$ cat src/rtl/hazard_detection_unit.sv
// Load-use / taken-branch hazard control for the ID stage, with saturating stall and flush counters.
// Optional `MULDIV_STALL_EN adds mul_busy_i and an MD_WAIT state that holds the front end while EXE is busy.
module hazard_detection_unit #(
  parameter int FLUSH_CYCLES = 2,
  parameter int CNT_W        = 16
) (
  input  logic             clk_i,
  input  logic             rst_i,
  input  logic [4:0]       ID_rs1_i,
  input  logic [4:0]       ID_rs2_i,
  input  logic             ID_use_rs1_i,
  input  logic             ID_use_rs2_i,
  input  logic [4:0]       EXE_rd_i,
  input  logic             EXE_MemRead_i,
  input  logic             branch_taken_i,
`ifdef MULDIV_STALL_EN
  input  logic             mul_busy_i,
`endif
  output logic             PC_write_o,
  output logic             IFID_write_o,
  output logic             IFID_flush_o,
  output logic             IDEXE_bubble_o,
  output logic [CNT_W-1:0] stall_cnt_o,
  output logic [CNT_W-1:0] flush_cnt_o
);

  localparam logic [1:0] RUN     = 2'd0;
  localparam logic [1:0] STALL   = 2'd1;
  localparam logic [1:0] FLUSH   = 2'd2;
`ifdef MULDIV_STALL_EN
  localparam logic [1:0] MD_WAIT = 2'd3;
`endif

  localparam logic [2:0] FLUSH_RELOAD = 3'(FLUSH_CYCLES - 1);

  logic [1:0] state, next_state;
  logic [2:0] remaining, next_remaining;
  logic       load_use;
  logic       run_like;
  logic       stall_evt;
  logic       branch_acc;
  logic       pc_write, ifid_write, ifid_flush, idexe_bubble;

  // x0 is hardwired to zero, so a load targeting it can never create a dependency.
  assign load_use = EXE_MemRead_i && (EXE_rd_i != 5'd0) &&
                    ((ID_use_rs1_i && (EXE_rd_i == ID_rs1_i)) ||
                     (ID_use_rs2_i && (EXE_rd_i == ID_rs2_i)));

  always_comb begin
    run_like = (state == RUN) || (state == STALL);
`ifdef MULDIV_STALL_EN
    if (state == MD_WAIT && !mul_busy_i)
      run_like = 1'b1;
`endif
  end

  always_comb begin
    next_state     = state;
    next_remaining = remaining;
    pc_write       = 1'b1;
    ifid_write     = 1'b1;
    ifid_flush     = 1'b0;
    idexe_bubble   = 1'b0;
    stall_evt      = 1'b0;
    branch_acc     = 1'b0;

    if (state == FLUSH) begin
      // The instruction in ID is being squashed, so its operands are irrelevant.
      ifid_flush   = 1'b1;
      idexe_bubble = 1'b1;
      if (branch_taken_i) begin
        branch_acc     = 1'b1;
        next_remaining = FLUSH_RELOAD;
        next_state     = (FLUSH_RELOAD == 3'd0) ? RUN : FLUSH;
      end else if (remaining <= 3'd1) begin
        next_remaining = 3'd0;
        next_state     = RUN;
      end else begin
        next_remaining = remaining - 3'd1;
      end
    end else if (run_like) begin
      // Branch beats everything: a squashed instruction needs no stall.
      if (branch_taken_i) begin
        ifid_flush     = 1'b1;
        idexe_bubble   = 1'b1;
        branch_acc     = 1'b1;
        next_remaining = FLUSH_RELOAD;
        next_state     = (FLUSH_RELOAD == 3'd0) ? RUN : FLUSH;
`ifdef MULDIV_STALL_EN
      end else if (mul_busy_i) begin
        pc_write   = 1'b0;
        ifid_write = 1'b0;
        stall_evt  = 1'b1;
        next_state = MD_WAIT;
`endif
      end else if (load_use) begin
        pc_write     = 1'b0;
        ifid_write   = 1'b0;
        idexe_bubble = 1'b1;
        stall_evt    = 1'b1;
        next_state   = STALL;
      end else begin
        next_state = RUN;
      end
`ifdef MULDIV_STALL_EN
    end else if (state == MD_WAIT) begin
      // EXE keeps its multi-cycle op, so no bubble is injected behind it.
      pc_write   = 1'b0;
      ifid_write = 1'b0;
      stall_evt  = 1'b1;
`endif
    end else begin
      next_state = RUN;
    end
  end

  always_comb begin
    PC_write_o     = pc_write;
    IFID_write_o   = ifid_write;
    IFID_flush_o   = ifid_flush;
    IDEXE_bubble_o = idexe_bubble;
    if (rst_i) begin
      PC_write_o     = 1'b1;
      IFID_write_o   = 1'b1;
      IFID_flush_o   = 1'b0;
      IDEXE_bubble_o = 1'b0;
    end
  end

  always_ff @(posedge clk_i) begin
    if (rst_i) begin
      state     <= RUN;
      remaining <= 3'd0;
    end else begin
      state     <= next_state;
      remaining <= next_remaining;
    end
  end

  // Performance counters stick at all-ones rather than wrapping.
  always_ff @(posedge clk_i) begin
    if (rst_i) begin
      stall_cnt_o <= '0;
      flush_cnt_o <= '0;
    end else begin
      if (stall_evt && (stall_cnt_o != {CNT_W{1'b1}}))
        stall_cnt_o <= stall_cnt_o + CNT_W'(1);
      if (branch_acc && (flush_cnt_o != {CNT_W{1'b1}}))
        flush_cnt_o <= flush_cnt_o + CNT_W'(1);
    end
  end

endmodule
$ cat config.mk
export PLATFORM = sky130hd
export DESIGN_NAME = hazard_detection_unit
export DESIGN_NICKNAME = d
export VERILOG_FILES = /design/src/rtl/hazard_detection_unit.sv
export SDC_FILE = /design/constraint.sdc
export NUM_CORES = 1
export LEC_CHECK = 0
export ABC_AREA = 1
export CORE_ASPECT_RATIO = 0.6
export CORE_MARGIN = 5
export CORE_UTILIZATION = 60
export CTS_CLUSTER_SIZE = 40
export DETAILED_ROUTE_END_ITERATION = 7
export DONT_BUFFER_PORTS = 1
export MAX_ROUTING_LAYER = met4
export PLACE_DENSITY = 0.76
export SLEW_MARGIN = 20
export SYNTH_ARGS = -nofsm -noshare
export SYNTH_HDL_FRONTEND = slang
export SYNTH_SLANG_ARGS = --single-unit
export TNS_END_PERCENT = 20
$ cat constraint.sdc
create_clock -name clk_i -period 2.5 [get_ports clk_i]
set_input_delay 0.75 -clock clk_i [delete_from_list [all_inputs] [get_ports clk_i]]
set_output_delay 0.75 -clock clk_i [all_outputs]
set_load 0.01 [all_outputs]
==> reports/metrics.csv <==
stage,metric,value,unit
cts,cts.clk_slew.worst_paths,80,ps
placement,port_buffers,0,
setup_path,critical_path.cell_chain,inv_1 -> nand2_1 -> nand2_1 -> nor2_1 -> nand3_1 -> nand2_2 -> nand3_2 -> nor2_1 -> inv_1,
detailed_routing,ant_nets,0,
cts,cts_setup_buffers,0,
timing,setup_tns,0,ps
setup_path,startpoint_type,input pin,
setup_path,cp-end-kind,output port,
synth,synth_cells,357,
timing,skew,11.24,ps
global_route,grt_pass1_wl,9356,um
synth,synthTopCellsByArea,"dfxtp_1 31%, nand2_1 15%, inv_1 7.3%",
timing,slew_headroom,66.71,%
cts,cts_max_path_buffers,2,
detailed_routing,route.detailed.drc,0,
layout,drive_gt1_share,13.13,%
synth,synth_top_area_share,31.11,%
detailed_routing,drt_iter0_drc,153,
layout,antennaDiodeCount,0,
placement,dpl-instance-area,2391,sq um
synth,yosys.area.top_type,dfxtp_1,
outcome,outcome,"finished, final reports clean",
placement,hpwl,3948,um
synth,synth_cell_types,29,
setup_path,slowest_delay,150,ps
setup_path,startpoint,EXE_rd_i[2],
pwr,powerDensity,489.0,nW/um^2
timing,finalHoldViolCount,0,
setup_path,critPathSlowestCell,nor2_1,
layout,area_growth,5.255,%
setup_path,worstPathArrival,1560,ps
detailed_routing,wl,5340,um
detailed_routing,wl_per_cell,13.19,um
placement,dp.cells,397,
timing,fmax,433.2,MHz
timing,final_max_slew_viol_count,0,
global_route,grt_antenna_before_repair,0,
layout,utilization,66.95,%
global_route,grt_max_degree,38,
floorplan,die_x,91.33,um
timing,tightestPinTransition,498.1,ps
layout,layout_common_cells,"97 x nand2_1, 46 x inv_1, 37 x dfxtp_1",
cts,cts-buffers-inserted,5,
worst_hold_path,hold_start,rst_i,
synth,synth_warnings,0,
synth,mappedNetlistArea,2381,sq um
layout,final_cells,405,
floorplan,design.core.area,3744,sq um
global_route,met2_usage,30.80,%
cts,clkSinkCount,37,
setup_path,rr_startpoint,stall_cnt_o[0],
timing,setup_viol,0,
global_route,grt_most_used_layer,met2,
timing,fin_crit_sh,92.35,%
floorplan,io_pins,57,
timing,final.min_clock_period,2309,ps
pwr,vdd_drop_max,0.0003555,V
timing,rsz0062_at_grt,no,
floorplan,core.rowCount,17,
placement,place.gp.congestion,0.9199,
cts,postCtsHoldBufs,0,
synth,syn_nets,382,
synth,seq_area_frac_synth,31.11,%
layout,final_nets,382,
setup_path,cp.required,1750,ps
pwr,totalPowerFinal,1.226,mW
detailed_routing,via_per_inst,5.422,
cts,htreeDepth,2,
global_route,grt_usage,21.95,%
layout,stdcell_area,2506,sq um
cts,root_buffer,clkbuf_8,
global_route,grt_util_met1,30.48,%
floorplan,initial_core_util,63.60,%
setup_path,worstPathMaxFanout,3,
worst_hold_path,hold_class,in -> reg,
setup_path,path_buf_inv,2,
layout,final_common_cell,nand2_1,
global_route,grt_pass1_vias,1970,
setup_path,crit_type,in -> out,
floorplan,die_y,58.80,um
detailed_routing,drtPass1Iterations,4,
pwr,power.leakage,1.020,nW
global_route,met3_usage,7.791,%
synth,yosys_register_bits,37,
global_route,grt-ovfl-total,0,
job,cap_viol_max_count,0,
synth,syn_avg_cell_area,6.670,sq um
cts,worstSkewPairLatency,300,ps
cts,cts_resized,0,
setup_path,cp_top_family,simple AND/OR/NAND/NOR gates,
detailed_routing,num_vias,2196,
floorplan,die_area,5369,sq um
cts,cts_tree,yes,
path summary, 6_finish.rpt:
path / endpoint / depth (start not counted) / slack, ps
max: PC_write_o / 9 / 190
min: flush_cnt_o[3] / 1 / 520
max reg2reg: stall_cnt_o[6] / 7 / 530
min reg2reg: flush_cnt_o[15] / 2 / 540
worst reg2reg max path: stages (launching register included):
cell	delay [ps]
dfxtp_1	470
ha_1	280
nand3_1	190
nor2_1	220
nand2_1	110
nand4_2	340
nand2_1	140
a21oi_2	160
per-stage QoR:
stage / hold slack [ps] / setup WS, ps
2_1_floorplan: 499.0 / 185.7
3_5_place_dp: 537.3 / 176.9
6_report: 517.8 / 191.4
3_3_place_gp: 533.6 / 184.7
4_1_cts: 503.8 / 175.6
5_1_grt: 490.0 / 18.83
cells in the mapped netlist:
cell type / count
a211oi_1: 1
a21oi_1: 21
a21oi_2: 10
buf_4: 2
buf_6: 3
clkbuf_1: 4
dfxtp_1: 37
ha_1: 4
inv_1: 46
inv_2: 6
nand2_1: 97
nand2_2: 13
nand2_4: 1
nand3_1: 16
nand3_2: 1
nand3b_1: 2
nand4_1: 7
nand4_2: 2
nor2_1: 34
nor2_2: 2
nor2_4: 1
nor3_1: 12
nor3_4: 1
o211ai_1: 2
o21ai_0: 5
o21bai_1: 1
o22ai_1: 1
xnor2_1: 8
xor2_1: 17
metal layers:
metal  up-vias  routed length, um
met5         -                  0
met4         0                 37
met3         7                499
met2        94               2175
met1       976               2628
li1       1119                  -
sequential cells by signal (all words and copies together), names as in the netlist:
signal       flops
flush_cnt_o     16
remaining        3
stall_cnt_o     16
state            2
where the power goes:
group	leakage, nW	internal [mW]	switching, mW
logic	0.666	0.0306	0.0507
registers	0.299	0.598	0.0101
clock network	0.0543	0.299	0.238
kinds of logic (layout without fill, tap and decap cells):
group                    after synthesis  count (layout)  synth area share, %
buffers and inverters                 61              62                10.88
XOR/XNOR                              25              25                9.196
adder cells (fa/ha/maj)                4               4                2.102
AO/OA/AOI/OAI                         41              41                10.67
flip-flops                            37              37                31.11
AND/OR/NAND/NOR                      189             189                36.05
area by class of cell:
class / instances / area (sq um)
fillers: 330 / 1237
inverters: 52 / 195.2
clock inverters: 3 / 46.29
multi-input cells: 259 / 1381
well taps: 47 / 58.81
clock buffers: 5 / 68.82
repair buffers: 2 / 15.01
flip-flops and latches: 37 / 740.7
No activity file was read; power rests on OpenSTA's default activity.
